## src/rtl/pm_motion_pkg.sv

```systemverilog
// Shared types for the maze sprite motion controller: direction encoding and FSM states.
package pm_motion_pkg;

    typedef enum logic [1:0] {
        DIR_R = 2'd0,
        DIR_L = 2'd1,
        DIR_U = 2'd2,
        DIR_D = 2'd3
    } dir_t;

    typedef enum logic [1:0] {
        ST_IDLE  = 2'd0,
        ST_QRY_P = 2'd1,
        ST_QRY_C = 2'd2
    } mstate_t;

endpackage

```

## src/rtl/sprite_next_pos.sv

```systemverilog
// Combinational one-step move with wrap-around at the play-field bounds.
module sprite_next_pos
    import pm_motion_pkg::*;
#(
    parameter int W     = 10,
    parameter int X_MIN = 150,
    parameter int X_MAX = 800,
    parameter int Y_MIN = 34,
    parameter int Y_MAX = 514,
    parameter int STEP  = 2
) (
    input  logic [W-1:0] x_i,
    input  logic [W-1:0] y_i,
    input  dir_t         dir_i,
    output logic [W-1:0] nx_o,
    output logic [W-1:0] ny_o
);

    localparam logic [W:0]   STEP_E = (W+1)'(STEP);
    localparam logic [W:0]   XMIN_E = (W+1)'(X_MIN);
    localparam logic [W:0]   XMAX_E = (W+1)'(X_MAX);
    localparam logic [W:0]   YMIN_E = (W+1)'(Y_MIN);
    localparam logic [W:0]   YMAX_E = (W+1)'(Y_MAX);
    localparam logic [W-1:0] STEP_N = W'(STEP);
    localparam logic [W-1:0] XMIN_N = W'(X_MIN);
    localparam logic [W-1:0] XMAX_N = W'(X_MAX);
    localparam logic [W-1:0] YMIN_N = W'(Y_MIN);
    localparam logic [W-1:0] YMAX_N = W'(Y_MAX);

    // One extra bit so the increment never wraps before the bound compare.
    logic [W:0] x_ext, y_ext, x_inc, y_inc;

    assign x_ext = {1'b0, x_i};
    assign y_ext = {1'b0, y_i};
    assign x_inc = x_ext + STEP_E;
    assign y_inc = y_ext + STEP_E;

    always_comb begin
        nx_o = x_i;
        ny_o = y_i;
        case (dir_i)
            DIR_R: nx_o = (x_inc > XMAX_E) ? XMIN_N : x_inc[W-1:0];
            DIR_L: nx_o = (x_ext < XMIN_E + STEP_E) ? XMAX_N : x_i - STEP_N;
            DIR_D: ny_o = (y_inc > YMAX_E) ? YMIN_N : y_inc[W-1:0];
            DIR_U: ny_o = (y_ext < YMIN_E + STEP_E) ? YMAX_N : y_i - STEP_N;
            default: ;
        endcase
    end

endmodule

```

## src/rtl/sprite_motion_ctrl.sv

```systemverilog
// Maze sprite mover: buffers direction requests, probes a wall checker per tick, and
// produces sprite position plus raster fill/ROM addressing for the renderer.
//
//  state    | meaning
//  ---------|-----------------------------------------------------------
//  ST_IDLE  | waiting for tick; no probe outstanding
//  ST_QRY_P | probing the next position in the buffered (pending) direction
//  ST_QRY_C | probing the next position in the current direction
module sprite_motion_ctrl
    import pm_motion_pkg::*;
#(
    parameter int W       = 10,
    parameter int X_MIN   = 150,
    parameter int X_MAX   = 800,
    parameter int Y_MIN   = 34,
    parameter int Y_MAX   = 514,
    parameter int START_X = 450,
    parameter int START_Y = 250,
    parameter int STEP    = 2,
    parameter int SPR_W   = 30,
    parameter int SPR_H   = 30
) (
    input  logic         clk,
    input  logic         rst,
    input  logic         tick,
    input  logic         up,
    input  logic         down,
    input  logic         left,
    input  logic         right,
    output logic         probe_req,
    output logic [W-1:0] probe_x,
    output logic [W-1:0] probe_y,
    input  logic         probe_ack,
    input  logic         probe_blocked,
    output logic [W-1:0] pos_x,
    output logic [W-1:0] pos_y,
    output logic [1:0]   dir,
    output logic         moving,
    output logic         face_left,
    input  logic [W-1:0] hCount,
    input  logic [W-1:0] vCount,
    output logic         spr_fill,
    output logic [W-1:0] spr_row,
    output logic [W-1:0] spr_col
);

    mstate_t      state_q, state_d;
    dir_t         dir_q, dir_d;
    dir_t         pend_dir_q, pend_dir_d;
    dir_t         qpend_q, qpend_d;
    logic         pend_v_q, pend_v_d;
    logic         moving_q, moving_d;
    logic         face_q, face_d;
    logic [W-1:0] pos_x_q, pos_x_d, pos_y_q, pos_y_d;

    logic         btn_any, pend_clr;
    dir_t         btn_dir, probe_dir;
    logic [W-1:0] nx, ny;

    // The pending direction is latched at launch so a button change mid-query
    // cannot move the probe address while the wall checker is answering.
    assign probe_dir = (state_q == ST_QRY_P) ? qpend_q : dir_q;

    sprite_next_pos #(
        .W(W), .X_MIN(X_MIN), .X_MAX(X_MAX), .Y_MIN(Y_MIN), .Y_MAX(Y_MAX), .STEP(STEP)
    ) u_next (
        .x_i  (pos_x_q),
        .y_i  (pos_y_q),
        .dir_i(probe_dir),
        .nx_o (nx),
        .ny_o (ny)
    );

    assign btn_any = up | down | left | right;

    always_comb begin
        btn_dir = DIR_D;
        if (right)     btn_dir = DIR_R;
        else if (left) btn_dir = DIR_L;
        else if (up)   btn_dir = DIR_U;
    end

    assign pend_v_d   = btn_any ? 1'b1 : (pend_clr ? 1'b0 : pend_v_q);
    assign pend_dir_d = btn_any ? btn_dir : pend_dir_q;

    always_comb begin
        state_d   = state_q;
        dir_d     = dir_q;
        qpend_d   = qpend_q;
        moving_d  = moving_q;
        face_d    = face_q;
        pos_x_d   = pos_x_q;
        pos_y_d   = pos_y_q;
        pend_clr  = 1'b0;
        probe_req = 1'b0;
        case (state_q)
            ST_IDLE: begin
                if (tick) begin
                    if (pend_v_q && (pend_dir_q != dir_q || !moving_q)) begin
                        state_d = ST_QRY_P;
                        qpend_d = pend_dir_q;
                    end else if (moving_q) begin
                        state_d = ST_QRY_C;
                    end
                end
            end
            ST_QRY_P: begin
                probe_req = 1'b1;
                if (probe_ack) begin
                    if (!probe_blocked) begin
                        pos_x_d  = nx;
                        pos_y_d  = ny;
                        dir_d    = qpend_q;
                        moving_d = 1'b1;
                        pend_clr = 1'b1;
                        if (qpend_q == DIR_L)      face_d = 1'b1;
                        else if (qpend_q == DIR_R) face_d = 1'b0;
                        state_d  = ST_IDLE;
                    end else begin
                        state_d = moving_q ? ST_QRY_C : ST_IDLE;
                    end
                end
            end
            ST_QRY_C: begin
                probe_req = 1'b1;
                if (probe_ack) begin
                    if (!probe_blocked) begin
                        pos_x_d = nx;
                        pos_y_d = ny;
                        if (dir_q == DIR_L)      face_d = 1'b1;
                        else if (dir_q == DIR_R) face_d = 1'b0;
                    end else begin
                        moving_d = 1'b0;
                    end
                    state_d = ST_IDLE;
                end
            end
            default: state_d = ST_IDLE;
        endcase
    end

    always_ff @(posedge clk or posedge rst) begin
        if (rst) begin
            state_q    <= ST_IDLE;
            dir_q      <= DIR_R;
            qpend_q    <= DIR_R;
            pend_dir_q <= DIR_R;
            pend_v_q   <= 1'b0;
            moving_q   <= 1'b0;
            face_q     <= 1'b0;
            pos_x_q    <= W'(START_X);
            pos_y_q    <= W'(START_Y);
        end else begin
            state_q    <= state_d;
            dir_q      <= dir_d;
            qpend_q    <= qpend_d;
            pend_dir_q <= pend_dir_d;
            pend_v_q   <= pend_v_d;
            moving_q   <= moving_d;
            face_q     <= face_d;
            pos_x_q    <= pos_x_d;
            pos_y_q    <= pos_y_d;
        end
    end

    assign probe_x   = probe_req ? nx : '0;
    assign probe_y   = probe_req ? ny : '0;
    assign pos_x     = pos_x_q;
    assign pos_y     = pos_y_q;
    assign dir       = dir_q;
    assign moving    = moving_q;
    assign face_left = face_q;

    // Extended compares keep the box test correct near the top of the coordinate range.
    localparam logic [W:0]   ONE_E   = (W+1)'(1);
    localparam logic [W:0]   SPRW_E  = (W+1)'(SPR_W);
    localparam logic [W:0]   SPRH_E  = (W+1)'(SPR_H);
    localparam logic [W-1:0] ONE_N   = W'(1);
    localparam logic [W-1:0] SPRW1_N = W'(SPR_W - 1);

    logic [W:0]   hx, vy, px, py;
    logic [W-1:0] col_c;

    assign hx = {1'b0, hCount};
    assign vy = {1'b0, vCount};
    assign px = {1'b0, pos_x_q};
    assign py = {1'b0, pos_y_q};

    assign spr_fill = (hx >= px + ONE_E) && (hx <= px + SPRW_E) &&
                      (vy >= py) && (vy < py + SPRH_E);
    assign spr_row  = vCount - pos_y_q;
    assign col_c    = hCount - pos_x_q - ONE_N;
    assign spr_col  = face_q ? col_c : SPRW1_N - col_c;

endmodule

```

## config.mk

```make
export PLATFORM = sky130hd
export DESIGN_NAME = sprite_motion_ctrl
export DESIGN_NICKNAME = d
export VERILOG_FILES = /design/src/rtl/pm_motion_pkg.sv /design/src/rtl/sprite_next_pos.sv /design/src/rtl/sprite_motion_ctrl.sv
export SDC_FILE = /design/constraint.sdc
export NUM_CORES = 1
export LEC_CHECK = 0
export CAP_MARGIN = 20
export CORE_MARGIN = 2
export CORE_UTILIZATION = 51
export DETAILED_ROUTE_END_ITERATION = 7
export GPL_ROUTABILITY_DRIVEN = 0
export GPL_TIMING_DRIVEN = 0
export PLACE_DENSITY = 0.8
export SLEW_MARGIN = 15
export SYNTH_ARGS = -nofsm -noshare
export SYNTH_HDL_FRONTEND = slang
export SYNTH_SLANG_ARGS = --single-unit
export TNS_END_PERCENT = 100
```

## constraint.sdc

```tcl
create_clock -name clk -period 6.45 [get_ports clk]
set_input_delay 0.645 -clock clk [delete_from_list [all_inputs] [get_ports clk]]
set_output_delay 0.645 -clock clk [all_outputs]
set_load 0.02 [all_outputs]
```

## Word level (Yosys, flattened, before mapping)

Cells that the tools add are included.

- $add $sub $neg: 11
- $lt $le $gt $ge: 8
- Eq/ne operators: 17
- Multiplexer cells: 41
- Bitwise logic cells: 4
- Reductions and logical operators: 19

Operators with widths:

| cell | count |
|---|---|
| $mux W10 | 7 |
| $pmux W10 S2 | 2 |
| $add A10 B2 Y11 const B | 2 |
| $add A10 B5 Y11 const B | 2 |
| $gt A11 B10 Y1 const B | 2 |
| $mux W2 | 10 |
| $sub A10 B10 Y10 | 2 |
| $sub A10 B2 Y10 const B | 2 |
| $mux W1 | 19 |
| $ne A2 B2 Y1 const B | 6 |
| $add A10 B1 Y11 const B | 1 |
| $ge A10 B11 Y1 | 1 |
| $le A10 B11 Y1 | 1 |
| $lt A10 B11 Y1 | 1 |
| $ge A10 B10 Y1 | 1 |
| $lt A10 B6 Y1 const B | 1 |
| $lt A10 B8 Y1 const B | 1 |
| $sub A10 B1 Y10 const B | 1 |
| $sub A5 B10 Y10 const A | 1 |
| $reduce_and A3 Y1 | 3 |
| $eq A2 B1 Y1 const B | 4 |
| $logic_not A2 Y1 | 4 |
| $reduce_and A7 Y1 | 1 |
| $eq A2 B2 Y1 const B | 3 |
| other kinds (14) | 22 |

- Flip-flop bits (word level): 31
- Input bits: 29
- Output and inout bits: 66
- Logic and storage cells: 109

## Logic depth before layout (Yosys ltp)

- Depth in word-level cells: 6
- Gate-level depth with buffers: 13
- Gate-level depth less buffers: 12

## Hierarchy

Synthesis repeated with hierarchy kept, for this count alone.

- Cell total of the unflattened synthesis: 610
- Area total of the unflattened synthesis: 4874.7 um^2

Modules (own cells, without submodules):

| module | instances | cells an instance | area an instance (um^2) | seq. area each (um^2) |
|---|---|---|---|---|
| sprite_motion_ctrl | 1 | 397 | 3523.4 | 788.3 |
| sprite_next_pos | 1 | 213 | 1351.3 | 0.0 |

## Worst setup path after synthesis

No wires, ideal clock.

- Kind: flip-flop to output port
- Start point: reg pos_x_q[2] (netlist: pos_x[2])
- End point: out spr_fill
- Data arrival time: 3128 ps
- Data required time: 5805 ps
- Slack: 2677 ps
- Cell stages (with the launch flop): 12
- Buffers on the path: 1
- Cell sequence: dfrtp_1 > buf_2 > inv_1 > ha_1 > nor3b_1 > xnor2_1 > ha_1 > nor4bb_1 > nand3_1 > o22ai_1 > a211oi_1 > nor4b_1

- Word-level cells in the longest chain between the ends: 5
- Elaborated cells between the ends (all ways): 7
- Classes of those cells: add/sub: 2; order compare: 2; reduce/logical: 3

RTL lines:

| element | RTL line | source |
|---|---|---|
| start, declared | sprite_motion_ctrl.sv:54 | `logic [W-1:0] pos_x_q, pos_x_d, pos_y_q, pos_y_d;` |
| start signal, assigned | sprite_motion_ctrl.sv:151 | `pos_x_q <= W'(START_X);` |
| start signal, assigned | sprite_motion_ctrl.sv:161 | `pos_x_q <= pos_x_d;` |
| $add A10 B1 Y11 or $add A10 B5 Y11 (tied branches) | sprite_motion_ctrl.sv:189 | `assign spr_fill = (hx >= px + ONE_E) && (hx <= px + SPRW_E) &&` |
| $ge A10 B11 Y1 or $le A10 B11 Y1 (tied branches) | sprite_motion_ctrl.sv:189 |  |
| $logic_and A1 B1 Y1 (*) (2 in series) | sprite_motion_ctrl.sv:189 |  |
| $logic_and A1 B1 Y1 (*) | sprite_motion_ctrl.sv:190 | `(vy >= py) && (vy < py + SPRH_E);` |
| end, declared | sprite_motion_ctrl.sv:42 | `output logic spr_fill,` |

Every way passes the cells marked *; elsewhere a longest branch is shown, timed or not.

## Worst setup path after layout

- Start point: reg pos_x_q[1] (netlist: pos_x[1])
- End point: out spr_fill

The elaborated chain is that of the path after synthesis.

==> results.json <==
{
  "synthesis.area_um2": 4910,
  "fmax_mhz": 201,
  "yosysWarnings": 0,
  "root_buffer": "clkbuf_8",
  "drc_errors": 0,
  "port_buffers": 94,
  "dp.cells": 875,
  "ys.flop_type": "dfrtp_1",
  "cts_setup_buffers": 0,
  "fin_tns_setup_ns": 0,
  "drive_gt1_share_pct": 7.29,
  "clock_latency_ns": 0.30,
  "drt_iter0_drc": 685,
  "final_common_cell": "clkdlybuf4s50_1",
  "worst_pin_slew_ns": 0.824,
  "syn_area_per_cell_um2": 7.54,
  "antenna_found_initial": 0,
  "cap_violations": 0,
  "hp-class": "reg2reg",
  "critPathMaxFanout": 10,
  "cts_resized": 0,
  "initial_core_util_pct": 52.9,
  "hold_viol": 0,
  "antenna_left": 0,
  "finClkSkew_ns": 0.0117,
  "arrival_ns": 4.33,
  "synthCells": 652,
  "synth_cell_types": 81,
  "drt_wl_total_mm": 15.8,
  "layout_common_cells": "clkdlybuf4s50_1, ha_1, nor2_1, nand2_1, a21oi_1",
  "finish.utilization_pct": 65.8,
  "cts.reportedPaths.clkPinSlew_ns": 0.07,
  "clock_sinks": 31,
  "grt-ovfl-total": 0,
  "synth_edf_count": 0,
  "async_flop_share_pct": 100,
  "post_drt_wl_per_cell_um": 17.9,
  "total_leakage_power_nw": 2.42,
  "antenna_cells": 0,
  "crit_path_start_kind": "register",
  "die_y_um": 102,
  "grt_pass1_vias": 5319,
  "dpl.hpwl_mm": 12.4,
  "ios": 95,
  "p_per_area_nw_per_um2": 550,
  "vias": 5628,
  "end_kind": "output pin",
  "setup_violations": 0,
  "yosysSeqAreaShare_pct": 16.0,
  "grt_max_degree": 32,
  "viasPerCell": 6.37,
  "cts_tree": "built",
  "drt_pass1_iterations": 6,
  "cts_hold_buf": 0,
  "rsz0062_at_grt": "false",
  "min_period_ns": 4.97,
  "period_share_pct": 77.1,
  "slew_headroom_pct": 45.0,
  "fp-row-count": 35,
  "grt_usage_pct": 29.7,
  "ir_drop_mv": 0.316,
  "layout.cells.non_filler": 883,
  "ctsHtreeMaxLevel": 2,
  "synth-seq-cells": 31,
  "crit_type": "reg2out",
  "die_w_um": 102,
  "status": "complete, no violations",
  "clock_path_buffers": 2,
  "die_area_um2": 10400,
  "syn_nets": 742,
  "area.growth.synth_to_final_pct": 24.3,
  "required_ns": 5.80,
  "grt_pass1_wl_mm": 24.7,
  "report.final.slew_viol_count": 0,
  "core_region_area_um2": 9280,
  "cts_buffers": 5,
  "nets": 843
}
-- power breakdown --
group / total (mW) / switching (mW) / internal [mW]
Clock: 0.165 / 0.0880 / 0.0771
Sequential: 0.367 / 0.0915 / 0.276
Combinational: 2.83 / 1.64 / 1.19
-- cell usage after synthesis, types with 4 or more instances --
cell       n  area share (%)
ha_1      59              15
nor2_1    58             4.4
nand2_1   55             4.2
a21oi_1   49             5.0
o21ai_0   44             4.5
xnor2_1   36             6.4
inv_1     35             2.7
clkbuf_1  22             1.7
nand3_1   22             2.2
dfrtp_1   21              11
nor3_1    19             1.9
xor2_1    14             2.5
a31oi_1   12             1.5
and3_1    11             1.4
o21ai_1   11             1.1
buf_2     10             1.0
dfstp_2   10             5.3
a21o_1     9             1.4
nand4_1    8             1.0
nor2b_1    8             1.0
a211oi_1   7             1.1
mux2_2     6             1.4
o211ai_1   6            0.92
o31ai_1    6            0.92
nor4_1     5            0.64
o21a_1     5            0.76
o21bai_1   5            0.76
o22ai_1    5            0.64
nand2b_1   4            0.51
nand3b_1   4            0.61
o31a_1     4            0.71
or3_1      4            0.51
-- critical path: stages (launching register included) --
cell	delay, ns
dfstp_2	0.41
buf_2	0.19
inv_1	0.24
ha_1	0.24
nor3b_1	0.69
xnor2_1	0.14
ha_1	0.32
nor4bb_1	0.40
nand3_1	0.14
o22ai_1	0.16
a211oi_1	0.08
nor4b_1	0.36
clkdlybuf4s50_1	0.67
-- routing by layer --
| metal | wire, um | track usage, % |
|---|---|---|
| met5 | 0 | 0 |
| met3 | 1500 | 3.28 |
| met4 | 503 | 10.5 |
| met2 | 7310 | 50.0 |
| met1 | 6470 | 39.6 |
-- path summary, 6_finish.rpt --
check / from / to / slack, ns / cells past startpoint
max: pos_x[1]$_DFFE_PP1P_ / spr_fill / 1.48 / 12
min: pend_v_q$_DFFE_PP0P_ / pend_v_q$_DFFE_PP0P_ / 0.52 / 2
max reg2reg: pos_x[1]$_DFFE_PP1P_ / pos_x[3]$_DFFE_PP0P_ / 3.15 / 10
min reg2reg: pend_v_q$_DFFE_PP0P_ / pend_v_q$_DFFE_PP0P_ / 0.52 / 2
max in group asynchronous: rst / moving$_DFFE_PP0P_ / 5.24 / 2
min in group asynchronous: rst / pos_y[8]$_DFFE_PP0P_ / 0.76 / 2
-- layout make-up --
class                      instances  area, um2
buffer                            36        174
inverter                          38        143
sequential                        31        788
clock buffer                       5       68.8
fill                             848       3180
clock inverter                     3       23.8
timing repair buffer              94        941
tap                              129        161
multi-input combinational        547       3810
-- stage by stage --
step | area, um2 | hold WS, ns | total power, mW | setup slack (ns)
after floorplan | 4910 | 0.475 | 2.17 | 2.68
after global placement | 6020 | 0.501 | 3.07 | 1.95
after detailed placement | 6020 | 0.503 | 3.14 | 1.88
after CTS | 6110 | 0.519 | 3.32 | 1.60
after global routing | 6110 | 0.590 | 3.59 | 1.30
final | 6110 | 0.521 | 3.36 | 1.48
-- sequential cells by signal, summed over array words and instances, names as in the netlist --
register,cells
pos_x,10
pos_y,10
dir,2
pend_dir_q,2
qpend_q,2
state_q,2
face_left,1
moving,1
pend_v_q,1
-- kinds of logic after synthesis --
family                   synth area share [%]
XOR/XNOR                                 8.91
buffers and inverters                    6.44
adder cells (fa/ha/maj)                  15.8
flip-flops                               16.0
multiplexers                             1.58
AND/OR/NAND/NOR                          23.1
AO/OA/AOI/OAI                            28.1
(Power assumes the default switching activity.)
